$ cat src/rtl/reg_file_param.sv
// Parameterised two-read/one-write register file with a busy-bit scoreboard and a debug read port.
// Optional write-to-read forwarding is enabled by defining REGFILE_BYPASS_EN.
module reg_file_param #(
    parameter int DW          = 32,
    parameter int AW          = 5,
    parameter int DBG_DEFAULT = 19
) (
    input  logic          clk_i,
    input  logic          reset_i,
    input  logic [AW-1:0] rR1_i,
    input  logic [AW-1:0] rR2_i,
    output logic [DW-1:0] rD1_o,
    output logic [DW-1:0] rD2_o,
    input  logic [AW-1:0] wR_i,
    input  logic [DW-1:0] wD_i,
    input  logic          WE_i,
    input  logic          alloc_i,
    input  logic [AW-1:0] alloc_rd_i,
    output logic          busy1_o,
    output logic          busy2_o,
    input  logic          dbg_sel_i,
    input  logic [AW-1:0] dbg_addr_i,
    output logic [DW-1:0] dbg_data_o,
    output logic          ready_o
);

    localparam int NREG = 2**AW;

    typedef enum logic [0:0] {
        WAIT = 1'b0,
        RUN  = 1'b1
    } state_t;

    state_t          state_r;
    state_t          nextState_s;
    logic [DW-1:0]   regFile_r [NREG];
    logic [NREG-1:0] busy_r;
    logic [NREG-1:0] busyNext_s;
    logic [AW-1:0]   dbgPtr_r;
    logic            writeCommit_s;
    logic            allocCommit_s;

    // FSM state register
    always_ff @(posedge clk_i or posedge reset_i) begin
        if (reset_i) begin
            state_r <= WAIT;
        end else begin
            state_r <= nextState_s;
        end
    end

    // FSM next state: WAIT lasts exactly one edge after reset release
    always_comb begin
        nextState_s = state_r;
        case (state_r)
            WAIT:    nextState_s = RUN;
            RUN:     nextState_s = RUN;
            default: nextState_s = WAIT;
        endcase
    end

    assign ready_o = (state_r == RUN);

    // Commit qualifiers; register 0 is never written or allocated
    always_comb begin
        writeCommit_s = WE_i    && ready_o && (wR_i       != {AW{1'b0}});
        allocCommit_s = alloc_i && ready_o && (alloc_rd_i != {AW{1'b0}});
    end

    // Register storage
    always_ff @(posedge clk_i or posedge reset_i) begin
        if (reset_i) begin
            for (int r = 0; r < NREG; r++) begin
                regFile_r[r] <= {DW{1'b0}};
            end
        end else if (writeCommit_s) begin
            regFile_r[wR_i] <= wD_i;
        end else begin
            regFile_r[wR_i] <= regFile_r[wR_i];
        end
    end

    // Scoreboard next state: allocation wins over a same-edge write clear
    always_comb begin
        busyNext_s = busy_r;
        for (int r = 0; r < NREG; r++) begin
            if (allocCommit_s && (alloc_rd_i == AW'(r))) begin
                busyNext_s[r] = 1'b1;
            end else if (writeCommit_s && (wR_i == AW'(r))) begin
                busyNext_s[r] = 1'b0;
            end else begin
                busyNext_s[r] = busy_r[r];
            end
        end
        busyNext_s[0] = 1'b0;
    end

    // Scoreboard register
    always_ff @(posedge clk_i or posedge reset_i) begin
        if (reset_i) begin
            busy_r <= {NREG{1'b0}};
        end else begin
            busy_r <= busyNext_s;
        end
    end

    // Debug pointer
    always_ff @(posedge clk_i or posedge reset_i) begin
        if (reset_i) begin
            dbgPtr_r <= AW'(DBG_DEFAULT);
        end else if (dbg_sel_i) begin
            dbgPtr_r <= dbg_addr_i;
        end else begin
            dbgPtr_r <= dbgPtr_r;
        end
    end

    assign dbg_data_o = regFile_r[dbgPtr_r];

    // Read ports; a forwarded register reports the scoreboard value it will hold after this edge
    always_comb begin
        rD1_o   = regFile_r[rR1_i];
        rD2_o   = regFile_r[rR2_i];
        busy1_o = busy_r[rR1_i];
        busy2_o = busy_r[rR2_i];
`ifdef REGFILE_BYPASS_EN
        if (writeCommit_s && (wR_i == rR1_i)) begin
            rD1_o   = wD_i;
            busy1_o = allocCommit_s && (alloc_rd_i == rR1_i);
        end else begin
            rD1_o   = regFile_r[rR1_i];
            busy1_o = busy_r[rR1_i];
        end
        if (writeCommit_s && (wR_i == rR2_i)) begin
            rD2_o   = wD_i;
            busy2_o = allocCommit_s && (alloc_rd_i == rR2_i);
        end else begin
            rD2_o   = regFile_r[rR2_i];
            busy2_o = busy_r[rR2_i];
        end
`else
        rD1_o   = regFile_r[rR1_i];
        rD2_o   = regFile_r[rR2_i];
        busy1_o = busy_r[rR1_i];
        busy2_o = busy_r[rR2_i];
`endif
    end

endmodule

$ cat config.mk
export PLATFORM = sky130hd
export DESIGN_NAME = reg_file_param
export DESIGN_NICKNAME = d
export VERILOG_FILES = /design/src/rtl/reg_file_param.sv
export SDC_FILE = /design/constraint.sdc
export NUM_CORES = 2
export LEC_CHECK = 0
export BUFFER_PORTS_ARGS = -buffer_cell sky130_fd_sc_hd__buf_2
export CAP_MARGIN = 20
export CELL_PAD_IN_SITES_DETAIL_PLACEMENT = 1
export CELL_PAD_IN_SITES_GLOBAL_PLACEMENT = 1
export CORE_MARGIN = 1
export CORE_UTILIZATION = 40
export CTS_BUF_LIST = sky130_fd_sc_hd__clkbuf_16
export CTS_CLUSTER_DIAMETER = 150
export DETAILED_ROUTE_END_ITERATION = 6
export PLACE_DENSITY_LB_ADDON = 0.1
export SETUP_SLACK_MARGIN = 0.15
export SYNTH_ARGS = -nofsm -noshare
export SYNTH_HDL_FRONTEND = slang
export SYNTH_SLANG_ARGS = --single-unit
$ cat constraint.sdc
create_clock -name clk_i -period 69.7 [get_ports clk_i]
set_clock_uncertainty 0.15 [all_clocks]
set_input_delay 13.94 -clock clk_i [delete_from_list [all_inputs] [get_ports clk_i]]
set_output_delay 13.94 -clock clk_i [all_outputs]
set_load 0.05 [all_outputs]
Word-level counts from Yosys, hierarchy flattened --
Index checks and enable logic that the tools add are counted.
Word-level totals: flip-flop bits (word level) 1061, bits of input ports 62, output and inout bits 99, word-level logic and storage cells 321
Cells by class: magnitude comparators 7, equal/unequal tests 62, mux-type cells 83, bitwise operators 4, reductions and logical operators 100
Operators by type and width (count):
- $bwmux W1024 | 2
- $mux W1024 | 1
- $bmux W32 S5 | 4
- $mux W32 | 9
- $demux W32 S5 | 1
- $eq A5 B5 Y1 const B | 32
- $eq A5 B4 Y1 const B | 16
- $logic_and A1 B1 Y1 | 67
- $mux W1 | 64
- $reduce_bool A2 Y1 | 31
- $eq A5 B3 Y1 const B | 8
- $ge A6 B6 Y1 const B | 4
- $not A5 Y6 | 4
- $eq A5 B2 Y1 const B | 4
- $lt A5 B6 Y1 const B | 2
- $bmux W1 S5 | 2
- $eq A5 B1 Y1 const B | 2
- $reduce_bool A5 Y1 | 2
- $lt A6 B1 Y1 const B | 1

Depth between registers and ports, before layout --
depth in word-level cells 7, mapped depth 13, mapped depth without buffers 5

Least setup slack after synthesis --
Ideal clock, no wire load.
path type input to output, start point in rR1_i[0], end point out rD1_o[10], data arrival time 16.221 ns, required time 55.610 ns, setup slack 39.389 ns, stages 6, buffers on the path 3, cells stage by stage clkbuf_1 clkbuf_1 buf_1 mux4_2 mux4_2 o21a_1
Between the ends: cells in the longest elaborated chain, start to end 4
RTL lines:
- start, declared | RTL line 10 | input logic [AW-1:0] rR1_i,
- $not A5 Y6 (not written as such) | RTL line 142 | rD1_o = regFile_r[rR1_i];
- $bmux W32 S5 | RTL line 142
- $mux W32 (not written as such) (2 in a row) | RTL line 142
- end, declared | RTL line 12 | output logic [DW-1:0] rD1_o,
Every way passes these cells. The select of a mux whose other input is x is not followed.

Worst setup path in the final report --
start point in rR2_i[1], end point out rD2_o[26]
Between the ends: cells in the longest elaborated chain, start to end 4
RTL lines:
- start, declared | RTL line 11 | input logic [AW-1:0] rR2_i,
- $not A5 Y6 (not written as such) | RTL line 143 | rD2_o = regFile_r[rR2_i];
- $bmux W32 S5 | RTL line 143
- $mux W32 (not written as such) (2 in a row) | RTL line 143
- end, declared | RTL line 13 | output logic [DW-1:0] rD2_o,
Every way passes these cells. The select of a mux whose other input is x is not followed.

==> results by group <==
GRT
  – Initial antenna violation count: 22
  – First-pass GRT wire length: around 470000 um
  – GR Overflow Total: 0
  – Largest net degree at the start of global routing: roughly 150
  – GRT Overall Usage: 36.3%
  – Vias in the first global route: between 50000 and 60000

Clocking
  – Reg clk slew, reported paths: 0.06 ns
  – Clk_lat worst skew: 0.82 ns
  – CTS tree: built
  – Cts bufs inserted: between 100 and 150
  – Post-cts sizing count: 0
  – H-tree Lvls: 4
  – CTS Buffer Depth: 3
  – # hold bufs at CTS: 0
  – CTS root buffer: clkbuf_16
  – Post-CTS setup buffer count: 0
  – CTS sink count: ~1100

Synthesis
  – Syn Area/Cell: between 10 and 15 um2
  – Ys flop type: dfrtp_1
  – Post-synth EDFFs: 0
  – Number of synthesized register bits: between 1000 and 1500
  – Yosys Warn Count: 0
  – Syn_nets: about 6000
  – Sequential area share after synthesis: a little under two fifths
  – Mapped Area: between 70000 and 80000 um2
  – Distinct cells, synth: 50
  – Mapped Cells: approximately 6000
  – Ys async rst share: between 90% and 100%
  – Synth area leader: dfrtp_1
  – Top cell type's share of synthesized area: 36.8%
  – Synth area leaders: dfrtp_1 (37%), mux4_2 (31%), mux2i_1 (5.5%), nand2_1 (4.7%), o21ai_1 (3.9%)

Pwr
  – P_sw: about 920 uW
  – Logic gate share of total power: about a third
  – Switching share of total power: between 30% and 40%
  – Clock share of power: roughly 29%
  – P per Cell Area: ~32 nW/um2
  – Int Pwr: 1.58 mW
  – Register share of total power: between 30% and 40%
  – Total power: ~2.5 mW
  – Leak pwr: about 32 nW
  – VDD IR max: just over 0.02 mV

Route
  – Vias per cell: ~7
  – Routed Wire Length: ~330000 um
  – DRC Markers: 0
  – Wire per inst: 39.6 um
  – Initial DRT Pass Iterations: 5
  – Routed via count: 58800
  – Post-route ant nets: 0
  – DRT iter0 DRCs: 6715

STA
  – Setup violators final: 0
  – Max-slew headroom: about 6.3%
  – Minimum clock period: approximately 33 ns
  – RSZ-0062 raised after global routing: no
  – Final Max Tran Viols: 0
  – Final hold vios: 0
  – Measured slew at the worst slew-check pin: 1.41 ns
  – Final Cycle Share: a little under half
  – Setup TNS Final: 0 ns
  – Fmax achieved: around 0.03 GHz
  – Hold Slack: 0.292 ns

Finish
  – Layout cell share with drive strength beyond 1: between 20% and 30%
  – Post-Route Utilization: between 40% and 50%
  – Final net count: slightly below 6000
  – Fillers: around 18000
  – Layout area overhead: 10.1%
  – Layout Cells excl Fill: around 8300

Floorplanning
  – Initial Util: around 40%
  – Top-Level Pins: between 150 and 200
  – # rows: about 160
  – Core footprint: around 180000 um2
  – Width of the die: around 430 um
  – DIE AREA: 182000 um2
  – Die Y: approximately 430 um

Worst hold path
  – Worst Hold End: regFile_r[997]$_DFFE_PP0P_
  – Hold_sp: regFile_r[997]$_DFFE_PP0P_
  – Hold Crit Class: flip-flop to flip-flop
  – Worst hold path depth: 0

Setup path
  – Crit path DAT: roughly 18 ns
  – CP endpoint kind: primary output
  – Reg2reg setup slack: between 60 and 70 ns
  – Crit path max fanout: 57
  – Crit Path Class: input pin to primary output
  – CP Launch Type: input pin
  – Reg2reg path depth: 8
  – Worst Path Required: ~56 ns
  – Worst r2r src: ready_o$_DFF_PP0_
  – RR Endpoint: regFile_r[229]$_DFFE_PP0P_

Place
  – RePlAce Congestion: ~0.86
  – Cell Count Post-Placement: ~8000
  – HPWL after detailed placement: between 150000 and 200000 um
  – Number of port buffers: 160

Status
  – Outcome: finished, final reports clean

Flow run
  – Max-cap viol count: 0
critical path: stages:
cell	delay, ns
buf_8	0.43
buf_4	0.87
buf_4	0.82
buf_4	0.74
mux4_2	0.41
mux4_2	0.47
o21a_1	0.30
buf_2	0.26
sequential cells by signal, indices dropped and copies added, names as in the netlist:
signal     count
dbgPtr_r       5
busy_r        31
regFile_r   1024
ready_o        1
placed cells by master (no fill, tap or decap), types with 6 or more instances in the layout:
master | synthesis | layout
nand4_1 | 22 | 22
clkinv_2 | 0 | 17
buf_4 | 23 | 172
a221oi_1 | 48 | 44
buf_8 | 0 | 8
bufinv_16 | 0 | 14
o41ai_4 | 0 | 22
nor2b_1 | 53 | 46
o31ai_1 | 56 | 56
nand2b_1 | 26 | 25
diode_2 | 0 | 21
clkbuf_16 | 0 | 141
clkinv_1 | 0 | 27
inv_6 | 0 | 8
mux4_2 | 994 | 994
o21ai_1 | 554 | 554
dfrtp_1 | 1058 | 1057
buf_12 | 0 | 7
a2111oi_0 | 44 | 44
o21ai_0 | 451 | 446
a211oi_1 | 44 | 44
buf_2 | 199 | 149
mux2_2 | 45 | 45
mux2i_1 | 399 | 399
nand2_1 | 899 | 868
nand2_4 | 0 | 32
nand3b_1 | 6 | 6
inv_1 | 7 | 33
a22o_1 | 79 | 79
a22oi_1 | 329 | 329
nor2_1 | 29 | 26
o21a_1 | 66 | 66
nand3_1 | 33 | 33
cells in the mapped netlist (7+ instances only):
| cell type | instances |
|---|---|
| o21ai_1 | 554 |
| clkbuf_1 | 451 |
| o21ai_0 | 451 |
| a221oi_1 | 48 |
| a211oi_1 | 44 |
| nand2b_1 | 26 |
| mux4_2 | 994 |
| inv_1 | 7 |
| mux2i_1 | 399 |
| nor2b_1 | 53 |
| o31ai_1 | 56 |
| o21a_1 | 66 |
| buf_4 | 23 |
| a22oi_1 | 329 |
| nand3_1 | 33 |
| mux2_2 | 45 |
| nand4_1 | 22 |
| a22o_1 | 79 |
| o41ai_2 | 24 |
| nand2_1 | 899 |
| nor2_1 | 29 |
| buf_1 | 62 |
| dfrtp_1 | 1058 |
| a2111oi_0 | 44 |
| buf_2 | 199 |
routing by layer:
metal	up-vias	part of all wire, %	track usage, %
met5	-	0.031	0
met4	16	6.1	20.0
met3	829	8.1	7.35
met2	3097	46	55.5
met1	31500	40	48.4
li1	23400	-	-
worst max path at each step:
stage / start / slack, ns / endpoint
after floorplan: reset_i / 25.75 / busy_r[10]$_DFFE_PP0P_
after global placement: rR2_i[1] / 37.29 / rD2_o[18]
after detailed placement: rR2_i[1] / 37.22 / rD2_o[26]
after CTS: rR2_i[1] / 37.22 / rD2_o[26]
after global routing: rR2_i[1] / 37.13 / rD2_o[26]
final: rR2_i[1] / 37.14 / rD2_o[26]
per-stage QoR:
stage	setup slack [ns]	cell area (um2)
after global placement	37.29	74700
after detailed placement	37.22	74700
after CTS	37.22	79100
final	37.14	79200
after global routing	37.13	79200
after floorplan	25.75	72000
cell families (layout without fill, tap and decap cells):
| logic type | count (synthesis) | count (layout) | share of synthesized area (%) |
|---|---|---|---|
| flops | 1061 | 1061 | 36.9 |
| simple gates | 1101 | 1101 | 6.34 |
| other cells | 1 | 22 | 0.00521 |
| mux | 1439 | 1439 | 37.4 |
| compound gates | 1711 | 1711 | 14.9 |
| buf+inv | 752 | 591 | 4.46 |
layout make-up:
type / count / area (um2) / share of cell area (%)
well taps: 2355 / 2950 / 3.72
clock inverters: 101 / 858 / 1.08
flip-flops and latches: 1061 / 26600 / 33.5
clock buffers: 141 / 3530 / 4.45
multi-input cells: 4252 / 42900 / 54.1
repair buffers: 342 / 2370 / 2.99
diodes: 21 / 52.6 / 0.0663
inverters: 7 / 33.8 / 0.0426
power by group through the flow:
stage                     registers (mW)  clock network, mW  logic, mW
after floorplan                    0.892                  0      0.620
after global placement             0.957                  0      0.792
after detailed placement           0.968                  0      0.809
after CTS                          0.959              0.726      0.812
after global routing               0.991              0.748      0.870
final                              0.969              0.717      0.815
No activity file was read; power rests on OpenSTA's default activity.
